`src/rtl/ps2_host_tx_if.sv`:
```
// Command handshake and status signals between a PS/2 command source and
// the host transmitter.
interface ps2_host_tx_if;
  logic [7:0] tx_data;
  logic       tx_valid;
  logic       tx_ready;
  logic       busy;
  logic       done;
  logic       err;
  logic [1:0] err_code;

  modport master (
    output tx_data, tx_valid,
    input  tx_ready, busy, done, err, err_code
  );

  modport slave (
    input  tx_data, tx_valid,
    output tx_ready, busy, done, err, err_code
  );
endinterface

```
`src/rtl/ps2_host_tx.sv`:
```
// PS/2 host-to-device transmitter: sends one command byte using the
// request-to-send sequence and checks the device ACK bit. The lines are
// open-drain; this block only produces the pull-low enables.
//
// state     | meaning
// ----------+-----------------------------------------------------------
// IDLE      | ready for a command, both lines released
// INHIBIT   | PS2_CLK held low for INHIBIT_CYCLES
// RTS       | one cycle with clock and data low (start bit)
// SEND      | device clocks out start, 8 data, parity and stop
// ACK       | waiting for the device ACK on the 11th falling edge
// WAIT_IDLE | waiting for the device to release both lines
module ps2_host_tx #(
  parameter int INHIBIT_CYCLES = 12000,
  parameter int TIMEOUT_CYCLES = 1500000,
  parameter int SYNC_STAGES    = 2
) (
  input  logic         clk,
  input  logic         rst,
  ps2_host_tx_if.slave bus,
  input  logic         ps2_clk_i,
  input  logic         ps2_data_i,
  output logic         ps2_clk_oe,
  output logic         ps2_data_oe
);

  localparam int INH_W = $clog2(INHIBIT_CYCLES + 1);
  localparam int WD_W  = $clog2(TIMEOUT_CYCLES + 1);
  localparam logic [INH_W-1:0] INH_LOAD = INH_W'(INHIBIT_CYCLES - 1);
  localparam logic [WD_W-1:0]  WD_LOAD  = WD_W'(TIMEOUT_CYCLES - 1);

  typedef enum logic [2:0] {IDLE, INHIBIT, RTS, SEND, ACK, WAIT_IDLE} state_t;

  state_t                 state_q, state_d;
  logic [SYNC_STAGES-1:0] clk_sync, data_sync;
  logic                   clk_s, data_s, clk_prev, fe;
  logic [INH_W-1:0]       inh_cnt;
  logic [WD_W-1:0]        wd_cnt;
  logic [9:0]             frame;
  logic [3:0]             bit_cnt;
  logic                   cur_bit;
  logic                   accept, wd_expire, set_timeout, set_nack;
  logic                   done_d, err_d, done_q, err_q, tx_ready_c;
  logic [1:0]             err_code_q;

  assign clk_s     = clk_sync[SYNC_STAGES-1];
  assign data_s    = data_sync[SYNC_STAGES-1];
  assign fe        = clk_prev & ~clk_s;
  assign accept    = (state_q == IDLE) && bus.tx_valid;
  // A falling edge in the same cycle as expiry reloads the watchdog instead.
  assign wd_expire = (wd_cnt == '0) && !fe;

  // Line synchronisers and falling-edge history; idle bus level is high.
  always_ff @(posedge clk or posedge rst) begin
    if (rst) begin
      clk_sync  <= '1;
      data_sync <= '1;
      clk_prev  <= 1'b1;
    end else begin
      clk_sync  <= {clk_sync[SYNC_STAGES-2:0], ps2_clk_i};
      data_sync <= {data_sync[SYNC_STAGES-2:0], ps2_data_i};
      clk_prev  <= clk_s;
    end
  end

  // State register.
  always_ff @(posedge clk or posedge rst) begin
    if (rst) state_q <= IDLE;
    else     state_q <= state_d;
  end

  // Next state, line enables and completion strobes.
  always_comb begin
    state_d     = state_q;
    tx_ready_c  = 1'b0;
    ps2_clk_oe  = 1'b0;
    ps2_data_oe = 1'b0;
    done_d      = 1'b0;
    err_d       = 1'b0;
    set_timeout = 1'b0;
    set_nack    = 1'b0;
    unique case (state_q)
      IDLE: begin
        tx_ready_c = 1'b1;
        if (bus.tx_valid) state_d = INHIBIT;
      end
      INHIBIT: begin
        ps2_clk_oe = 1'b1;
        if (inh_cnt == '0) state_d = RTS;
      end
      RTS: begin
        ps2_clk_oe  = 1'b1;
        ps2_data_oe = 1'b1;
        state_d     = SEND;
      end
      SEND: begin
        ps2_data_oe = ~cur_bit;
        if (fe && bit_cnt == 4'd9) begin
          state_d = ACK;
        end else if (wd_expire) begin
          err_d       = 1'b1;
          set_timeout = 1'b1;
          state_d     = IDLE;
        end
      end
      ACK: begin
        if (fe) begin
          if (data_s) begin
            err_d    = 1'b1;
            set_nack = 1'b1;
            state_d  = IDLE;
          end else begin
            state_d = WAIT_IDLE;
          end
        end else if (wd_expire) begin
          err_d       = 1'b1;
          set_timeout = 1'b1;
          state_d     = IDLE;
        end
      end
      WAIT_IDLE: begin
        if (clk_s && data_s) begin
          done_d  = 1'b1;
          state_d = IDLE;
        end else if (wd_expire) begin
          err_d       = 1'b1;
          set_timeout = 1'b1;
          state_d     = IDLE;
        end
      end
      default: state_d = IDLE;
    endcase
  end

  // Frame shifter, inhibit and watchdog down-counters, status registers.
  always_ff @(posedge clk or posedge rst) begin
    if (rst) begin
      inh_cnt    <= '0;
      wd_cnt     <= WD_LOAD;
      frame      <= '1;
      bit_cnt    <= '0;
      cur_bit    <= 1'b1;
      err_code_q <= 2'b00;
      done_q     <= 1'b0;
      err_q      <= 1'b0;
    end else begin
      done_q <= done_d;
      err_q  <= err_d;
      if (accept) begin
        frame      <= {1'b1, ~^bus.tx_data, bus.tx_data};
        bit_cnt    <= '0;
        inh_cnt    <= INH_LOAD;
        err_code_q <= 2'b00;
      end
      if (state_q == INHIBIT && inh_cnt != '0) inh_cnt <= inh_cnt - INH_W'(1);
      if (state_q == RTS) begin
        cur_bit <= 1'b0;
        wd_cnt  <= WD_LOAD;
      end else if (state_q == SEND || state_q == ACK || state_q == WAIT_IDLE) begin
        if (fe)                 wd_cnt <= WD_LOAD;
        else if (wd_cnt != '0)  wd_cnt <= wd_cnt - WD_W'(1);
      end
      if (state_q == SEND && fe) begin
        cur_bit <= frame[0];
        frame   <= {1'b1, frame[9:1]};
        bit_cnt <= bit_cnt + 4'd1;
      end
      if (set_timeout)   err_code_q <= 2'b01;
      else if (set_nack) err_code_q <= 2'b10;
    end
  end

  assign bus.tx_ready = tx_ready_c;
  assign bus.busy     = (state_q != IDLE);
  assign bus.done     = done_q;
  assign bus.err      = err_q;
  assign bus.err_code = err_code_q;

endmodule

```
`src/flat_wrapper.sv`:
```
// flat-port wrapper written by rule: the top's interface ports become plain ports
module ps2_host_tx_flat 
#(
  parameter int INHIBIT_CYCLES = 12000,
  parameter int TIMEOUT_CYCLES = 1500000,
  parameter int SYNC_STAGES    = 2
)
  (clk, rst, ps2_clk_i, ps2_data_i, ps2_clk_oe, ps2_data_oe, bus_tx_data, bus_tx_valid, bus_tx_ready, bus_busy, bus_done, bus_err, bus_err_code);
  ps2_host_tx_if bus_i ();
  input  logic clk;
  input  logic rst;
  input  logic ps2_clk_i;
  input  logic ps2_data_i;
  output logic ps2_clk_oe;
  output logic ps2_data_oe;
  input wire logic [$bits(bus_i.tx_data)-1:0] bus_tx_data;
  input wire logic [$bits(bus_i.tx_valid)-1:0] bus_tx_valid;
  output wire logic [$bits(bus_i.tx_ready)-1:0] bus_tx_ready;
  output wire logic [$bits(bus_i.busy)-1:0] bus_busy;
  output wire logic [$bits(bus_i.done)-1:0] bus_done;
  output wire logic [$bits(bus_i.err)-1:0] bus_err;
  output wire logic [$bits(bus_i.err_code)-1:0] bus_err_code;
  assign bus_i.tx_data = bus_tx_data;
  assign bus_i.tx_valid = bus_tx_valid;
  assign bus_tx_ready = bus_i.tx_ready;
  assign bus_busy = bus_i.busy;
  assign bus_done = bus_i.done;
  assign bus_err = bus_i.err;
  assign bus_err_code = bus_i.err_code;
  ps2_host_tx #(.INHIBIT_CYCLES(INHIBIT_CYCLES), .TIMEOUT_CYCLES(TIMEOUT_CYCLES), .SYNC_STAGES(SYNC_STAGES)) u_core (.clk(clk), .rst(rst), .bus(bus_i), .ps2_clk_i(ps2_clk_i), .ps2_data_i(ps2_data_i), .ps2_clk_oe(ps2_clk_oe), .ps2_data_oe(ps2_data_oe));
endmodule
```
`config.mk`:
```
export PLATFORM = sky130hd
export DESIGN_NAME = ps2_host_tx_flat
export DESIGN_NICKNAME = d
export VERILOG_FILES = /design/src/rtl/ps2_host_tx_if.sv /design/src/rtl/ps2_host_tx.sv /design/src/flat_wrapper.sv
export SDC_FILE = /design/constraint.sdc
export NUM_CORES = 1
export LEC_CHECK = 0
export BUFFER_PORTS_ARGS = -buffer_cell sky130_fd_sc_hd__buf_4
export CAP_MARGIN = 20
export CORE_MARGIN = 2
export CORE_UTILIZATION = 55
export DETAILED_ROUTE_END_ITERATION = 8
export MAX_ROUTING_LAYER = met4
export PLACE_DENSITY_LB_ADDON = 0.05
export SLEW_MARGIN = 5
export SYNTH_ARGS = -nofsm -noshare
export SYNTH_HDL_FRONTEND = slang
export SYNTH_SLANG_ARGS = --single-unit
```
`constraint.sdc`:
```
create_clock -name clk -period 2.8 [get_ports clk]
set_clock_uncertainty 0.2 [all_clocks]
set_input_delay 0.42 -clock clk [delete_from_list [all_inputs] [get_ports clk]]
set_output_delay 0.42 -clock clk [all_outputs]
set_load 0.1 [all_outputs]
```
==> metrics.cfg, run 1 <==
[final_layout]
n_antenna_cell = 0
stdcell_count = 468
areaGrowthSynthToFinish_pct = 14.9
post_route_cells_drive_above_1_share_pct = 24.2
finalNetCount = 406

[clocking]
numCtsBuffers = 9
cts_tree = built
cts_root_buf = clkbuf_8
clock_insertion_delay_worst_skew_ns = 0.33
htree_num_levels = 3
cts_setup_buffers = 0
clock_sinks = 61
max-clock-path-buffers = 2
worst_setup_hold_path_clk_slew_ns = 0.06

[grt]
grt_pass1_vias = 2659
gr-usage-met2_pct = 36.8
globalRoute.totalOverflow = 0
grt_antenna_before_repair = 0
grt_start_max_net_pins = 26
groute.usage.overall_pct = 23.8
grt_first_pass_wirelength_mm = 12.0
use_met3_pct = 5.00
grt_busiest_layer = met2
grt_use_met1_pct = 30.3

[drt]
drtIter0Drc = 142
avgViaCountPerCell = 6.06
routed_wirelength_normalized_by_instance_count_um = 15.7
totalWireLength_mm = 7.34
vias = 2837
antenna_violating_nets_post_route = 0
remaining_drc_errors = 0
detailedRoute.firstPassIterationCount = 5

[placement]
gp_congestion = 0.814
buffer_ports.inserted = 20
post-dp-hpwl_mm = 5.06
placed_cells_incl_taps = 449

[pwr]
irDropWorstVdd_uv = 297
power.switching_mw = 0.378
cell_internal_pwr_mw = 1.35
p_leak_nw = 1.71
power_frac_seq_pct = 51.7
power.switching_fraction_pct = 21.9
clock_power_share_pct = 44.2
power.density_nw_per_um2 = 447
logic_gate_share_of_total_power_pct = 4.1

[worst_setup_path]
timing.critical_path.cells = and2b_1, a21boi_2, buf_4
crit_fanout = 15
critical-path-top-delay-family = flip-flops
timing.critical_path.buf_inv = 1
crit_arrival_ns = 1.83
critical_path.startpoint_type = flip-flop
slowest_delay_ns = 0.63
timing.critical_path.slowest_stage_cell = dfrtp_1
criticalPathCategory = flip-flop to primary output
critPathCaptureType = primary output
critPathRequiredTime_ns = 2.18

[sta]
finalCriticalPeriod_ns = 2.45
setup_viol_count_final = 0
final.setup.tns_ns = 0
hold_worst_slack_ns = 0.123
timing.final.crit_share_pct = 87.4
max_freq_mhz = 409
final_hold_vios = 0
tightestPinTransition_ns = 0.642
grt_setup_unrepaired = false
max_slew_margin_pct = 57.1
timing.final.max_slew_violations = 0

[yosys]
ys.warnings.count = 0
sequential_cell_area_fraction_in_the_yosys_report_pct = 46.4
dominant_cell_by_count_in_the_synthesized_netlist = nand2_1
post_synth.cell_area_avg_um2 = 9.38
synth_edf_count = 0
synth_top_cell_by_area = dfrtp_1
synthCells = 359
number_of_distinct_library_cells_after_synthesis = 65
syn_area_um2 = 3370
synth_top_flop_cell = dfrtp_1
asyncSetResetFlopFracSynth_pct = 100
yosysTopAreaCellShare_pct = 23.8
commonest_cells_post_synth = nand2_1 (46), dfrtp_1 (32), dfstp_2 (29)
synthesis.nets = 377
synth_top_cells_by_area = dfrtp_1 (24%), dfstp_2 (23%), nand2_1 (5.1%), nor2_1 (3.1%), a21oi_1 (2.8%)
synth-seq-cells = 61

[floorplanning]
dieArea_um2 = 6760
rows = 28
floorplan.die.height_um = 82.2
effective_utilization_at_floorplan_pct = 56.9
pin_count = 21
placeable_area_um2 = 5920
die_width_um = 82.2

[min_path]
holdCritPathClass = primary input to flip-flop

[status]
run_status = finished clean

[run]
drv_cap = 0

tightest hold or removal path: stages:
cell     delay (ns)
buf_4          0.12
nand2_1        0.05
a31oi_1        0.07
layer usage:
metal,vias up,share of wire [%],routed length (µm)
li1,1374,-,-
met1,1385,46,3410
met2,65,48,3490
met3,13,4.3,314
met4,0,1.7,123
met5,-,0,0
layout make-up:
type | count | area, µm²
clock buffer | 11 | 141
clock inverter | 5 | 50.0
fill | 508 | 2050
inverter | 10 | 37.5
multi-input combinational | 272 | 1720
sequential | 61 | 1560
tap | 75 | 93.8
timing repair buffer | 34 | 263
final timing paths:
path	start	to	slack [ns]	depth (start not counted)
max reg2reg	u_core.state_q[1]$_DFFE_PP0P_	u_core.wd_cnt[16]$_DFFE_PP0P_	0.40	5
max	u_core.state_q[1]$_DFFE_PP0P_	ps2_data_oe	0.35	3
min reg2reg	u_core.data_sync[0]$_DFF_PP1_	u_core.data_sync[1]$_DFF_PP1_	0.16	0
min	bus_tx_data[2]	u_core.frame[2]$_DFFE_PP1P_	0.12	3
min in group asynchronous	rst	u_core.inh_cnt[2]$_DFFE_PP0P_	0.49	3
max in group asynchronous	rst	u_core.cur_bit$_DFFE_PP1P_	1.19	4
stage by stage:
step / setup slack (ns) / total power, mW / cell area, µm² / util, %
3_3_place_gp: 0.270 / 0.975 / 3640 / 61.5
5_1_grt: 0.185 / 1.80 / 3870 / 65.3
4_1_cts: 0.178 / 1.75 / 3860 / 65.3
3_5_place_dp: 0.204 / 0.976 / 3640 / 61.5
6_report: 0.352 / 1.73 / 3870 / 65.3
2_1_floorplan: 0.101 / 0.947 / 3380 / -
layout by cell type (no fill, tap or decap), types with 3 or more instances in the layout:
| cell type | n |
|---|---|
| buf_4 | 31 |
| a31oi_1 | 11 |
| nor2_1 | 28 |
| dfrtp_1 | 32 |
| and4_1 | 3 |
| o21ai_1 | 3 |
| dlygate4sd3_1 | 3 |
| nand3b_1 | 3 |
| xnor2_1 | 10 |
| nand2_1 | 46 |
| dfstp_2 | 29 |
| mux2i_1 | 7 |
| or4_1 | 8 |
| nand4b_1 | 5 |
| o31ai_1 | 5 |
| xor2_1 | 5 |
| nor3_1 | 12 |
| nand3_1 | 15 |
| nand4_1 | 6 |
| o21ai_0 | 11 |
| clkbuf_8 | 10 |
| clkinv_2 | 4 |
| nor4_1 | 5 |
| a21oi_1 | 19 |
| and2_1 | 8 |
| ha_1 | 5 |
| inv_1 | 9 |
| nand2b_1 | 3 |
| a31o_2 | 3 |
sequential cells by signal, summed over array words and instances, names as in the netlist, 2 cells and up:
name,count
u_core.bit_cnt,4
u_core.bus.err_code,2
u_core.clk_sync,2
u_core.data_sync,2
u_core.frame,9
u_core.inh_cnt,14
u_core.state_q,3
u_core.wd_cnt,21
kinds of logic (layout without fill, tap and decap cells):
family,Yosys count,count (layout),share of synthesized area [%]
xor gates and xnor gates,15,15,3.90
AOI/OAI and AO/OA,79,79,15.8
muxes,8,8,2.42
buffers and inverters,26,60,3.05
and+or+nand+nor,165,165,26.6
adders and majority gates,5,5,1.86
DFF,61,61,46.4
power groups by stage:
stage	Combinational [mW]	Clock, mW	Sequential [mW]
2_1_floorplan	0.0401	0	0.907
3_3_place_gp	0.0670	0	0.908
3_5_place_dp	0.0681	0	0.908
4_1_cts	0.0714	0.784	0.893
5_1_grt	0.0795	0.823	0.893
6_report	0.0702	0.764	0.894
what timing repair did:
item / 4_1_cts / 5_1_grt
hold endpoints to repair: 14 / 0
endpoints found under the setup margin: 0 / 1
gates resized for setup: 0 / 1
hold buffers: 3 / 0
(Power assumes the default switching activity.)
==> run 2: changes to the inputs <==
--- a/config.mk
+++ b/config.mk
@@ -5,13 +5,16 @@
 export SDC_FILE = /design/constraint.sdc
 export NUM_CORES = 1
 export LEC_CHECK = 0
+export ABC_CLOCK_PERIOD_IN_PS = 2800
 export BUFFER_PORTS_ARGS = -buffer_cell sky130_fd_sc_hd__buf_4
 export CAP_MARGIN = 20
 export CORE_MARGIN = 2
 export CORE_UTILIZATION = 55
+export CTS_BUF_LIST = sky130_fd_sc_hd__clkbuf_2
 export DETAILED_ROUTE_END_ITERATION = 8
 export MAX_ROUTING_LAYER = met4
 export PLACE_DENSITY_LB_ADDON = 0.05
+export RECOVER_POWER = 50
 export SLEW_MARGIN = 5
 export SYNTH_ARGS = -nofsm -noshare
 export SYNTH_HDL_FRONTEND = slang
==> run 2 against run 1 <==
Against the previous run:
- die area stayed put
- register-to-register slack lost 0.02 ns
- via count up 0.92%
- final area down 0.36%
- fmax is 6.7% lower
- routed wire length grew 0.78%
- sequential share of layout area up 0.14 points
- power shrank 13%
- combinational power up 11%
- non-clock buffer count is 8 higher
- sequential power barely moved
- sequential cell count unchanged
==> metrics.cfg, run 2 (synthesis results as in run 1) <==
[status]
run_status = finished clean

[worst_setup_path]
critPathRequiredTime_ns = 2.18  ; about the same
crit_fanout = 15  ; unchanged
timing.critical_path.cells = and2b_1, a21boi_2, buf_4
crit_arrival_ns = 2.00  ; +0.17 ns
r2r.worst_path.cells = 5  ; unchanged
slowest_delay_ns = 0.66  ; +0.03 ns
timing.critical_path.buf_inv = 1  ; unchanged
criticalPathCategory = flip-flop to primary output
critical-path-top-delay-family = flip-flops
worst-path-stages = 3  ; unchanged
critPathCaptureType = primary output
timing.critical_path.slowest_stage_cell = dfrtp_1
critical_path.startpoint_type = flip-flop

[drt]
routed_wirelength_normalized_by_instance_count_um = 15.5  ; -0.92%
avgViaCountPerCell = 6.01  ; -0.78%
drtIter0Drc = 134  ; -5.6%
vias = 2863  ; +0.92%
totalWireLength_mm = 7.40  ; +0.78%
remaining_drc_errors = 0  ; unchanged
detailedRoute.firstPassIterationCount = 5  ; unchanged
antenna_violating_nets_post_route = 0  ; unchanged

[final_layout]
post_route_cells_drive_above_1_share_pct = 22.9  ; -1.2 points
stdcell_count = 476  ; +1.7%
finalNetCount = 414  ; +2.0%
fillCellCount = 507  ; -0.20%
top_register = u_core.wd_cnt
multiInputGateArea_um2 = 1720  ; unchanged
largest_registers = u_core.wd_cnt x21, u_core.inh_cnt x14, u_core.frame x9
areaGrowthSynthToFinish_pct = 14.5
largest_register_ff_count = 21  ; unchanged
layout.core_utilization_pct = 65.1  ; -0.23 points
layout.cells.most_common_list = nand2_1 (46), dfrtp_1 (32), nor2_1 (28), dfstp_2 (28), buf_4 (26)
register_area_um2 = 1560  ; unchanged
n_antenna_cell = 0  ; unchanged
final_common_cell = nand2_1

[sta]
timing.final.crit_share_pct = 93.7  ; +6.3 points
timing.final.max_slew_violations = 0  ; unchanged
max_slew_margin_pct = 35.6  ; -21 points
finalCriticalPeriod_ns = 2.62  ; +0.176 ns
setup_viol_count_final = 0  ; unchanged
grt_setup_unrepaired = false
max_freq_mhz = 381  ; -6.7%
tightestPinTransition_ns = 0.964  ; +0.322 ns
final.setup.tns_ns = 0  ; unchanged
final_hold_vios = 0  ; unchanged

[grt]
grt_start_max_net_pins = 26  ; unchanged
grt_antenna_before_repair = 0  ; unchanged
globalRoute.totalOverflow = 0  ; unchanged
grt_first_pass_wirelength_mm = 12.2  ; +1.1%
grt_pass1_vias = 2654  ; -0.19%
groute.usage.overall_pct = 24.1  ; +0.26 points

[clocking]
numCtsBuffers = 9  ; unchanged
clock_insertion_delay_worst_skew_ns = 0.49  ; +0.16 ns
clock_sinks = 61  ; unchanged
htree_num_levels = 3  ; unchanged
cts_root_buf = clkbuf_2
cts_tree = built
cts_setup_buffers = 0  ; unchanged
worst_setup_hold_path_clk_slew_ns = 0.17  ; +0.11 ns
max-clock-path-buffers = 2  ; unchanged

[floorplanning]
placeable_area_um2 = 5920  ; unchanged
die_width_um = 82.2  ; unchanged
effective_utilization_at_floorplan_pct = 56.9  ; unchanged
floorplan.die.height_um = 82.2  ; unchanged
dieArea_um2 = 6760  ; unchanged
rows = 28  ; unchanged
pin_count = 21  ; unchanged

[pwr]
irDropWorstVdd_uv = 271  ; -8.9%
power.density_nw_per_um2 = 388  ; -13%
p_total_mw = 1.50  ; -13%
p_leak_nw = 1.71  ; about the same

[min_path]
hold-path-cell-count = 5  ; +2
holdCritPathClass = primary input to flip-flop

[run]
drv_cap = 0  ; unchanged

[placement]
buffer_ports.inserted = 20  ; unchanged
gp_congestion = 0.814  ; unchanged
post-dp-hpwl_mm = 5.06  ; unchanged
placed_cells_incl_taps = 449  ; unchanged

run 2: final cells by class:
cell class	instances	share of cell area [%]
Clock buffer	10	1.30
Clock inverter	6	1.40
Inverter	10	0.974
Multi-Input combinational cell	272	44.6
Sequential cell	61	40.6
Tap cell	75	2.44
Timing Repair Buffer	42	8.73
run 2: timing repair:
item,4_1_cts,5_1_grt
hold buffers,11,0
setup endpoints to repair,0,1
gates resized for setup,0,1
endpoints found under the hold margin,22,0
run 2: report_power, final:
group          switching [mW]  total (mW)  internal, mW
registers             0.00373       0.894         0.890
logic                  0.0414      0.0782        0.0368
clock network           0.323       0.525         0.202
run 2: layer usage:
| metal | GRT usage [%] | vias to the layer above | share of wire, % |
|---|---|---|---|
| met5 | - | - | 0 |
| met4 | 10.0 | 0 | 1.8 |
| met3 | 5.00 | 17 | 3.8 |
| met2 | 37.6 | 60 | 47 |
| met1 | 30.6 | 1399 | 48 |
| li1 | - | 1387 | - |
run 2: metrics by stage:
step                      setup WS, ns  hold slack, ns  instance area, µm²
after floorplan                  0.101           0.145                3380
after CTS                        0.156           0.134                3860
after detailed placement         0.204           0.150                3640
after global placement           0.270           0.146                3640
final                            0.176           0.148                3850
after global routing            0.0549           0.134                3850
run 2: final timing paths:
| kind | slack (ns) | endpoint | start |
|---|---|---|---|
| max in group asynchronous | 0.54 | u_core.bus.err_code[0]$_DFFE_PP0P_ | rst |
| min in group asynchronous | 0.48 | u_core.bus.done$_DFF_PP0_ | rst |
| worst min-delay path | 0.15 | u_core.state_q[0]$_DFFE_PP0P_ | bus_tx_valid |
| worst max-delay path | 0.18 | ps2_data_oe | u_core.state_q[1]$_DFFE_PP0P_ |
| worst min register to register | 0.17 | u_core.data_sync[1]$_DFF_PP1_ | u_core.data_sync[0]$_DFF_PP1_ |
| worst max register to register | 0.38 | u_core.wd_cnt[16]$_DFFE_PP0P_ | u_core.state_q[1]$_DFFE_PP0P_ |
run 2: worst min-delay path, stage by stage:
cell and delay [ns]:
buf_4 0.09, nor2_1 0.04, o32ai_1 0.12, a21oi_1 0.08
nand2_1 0.06
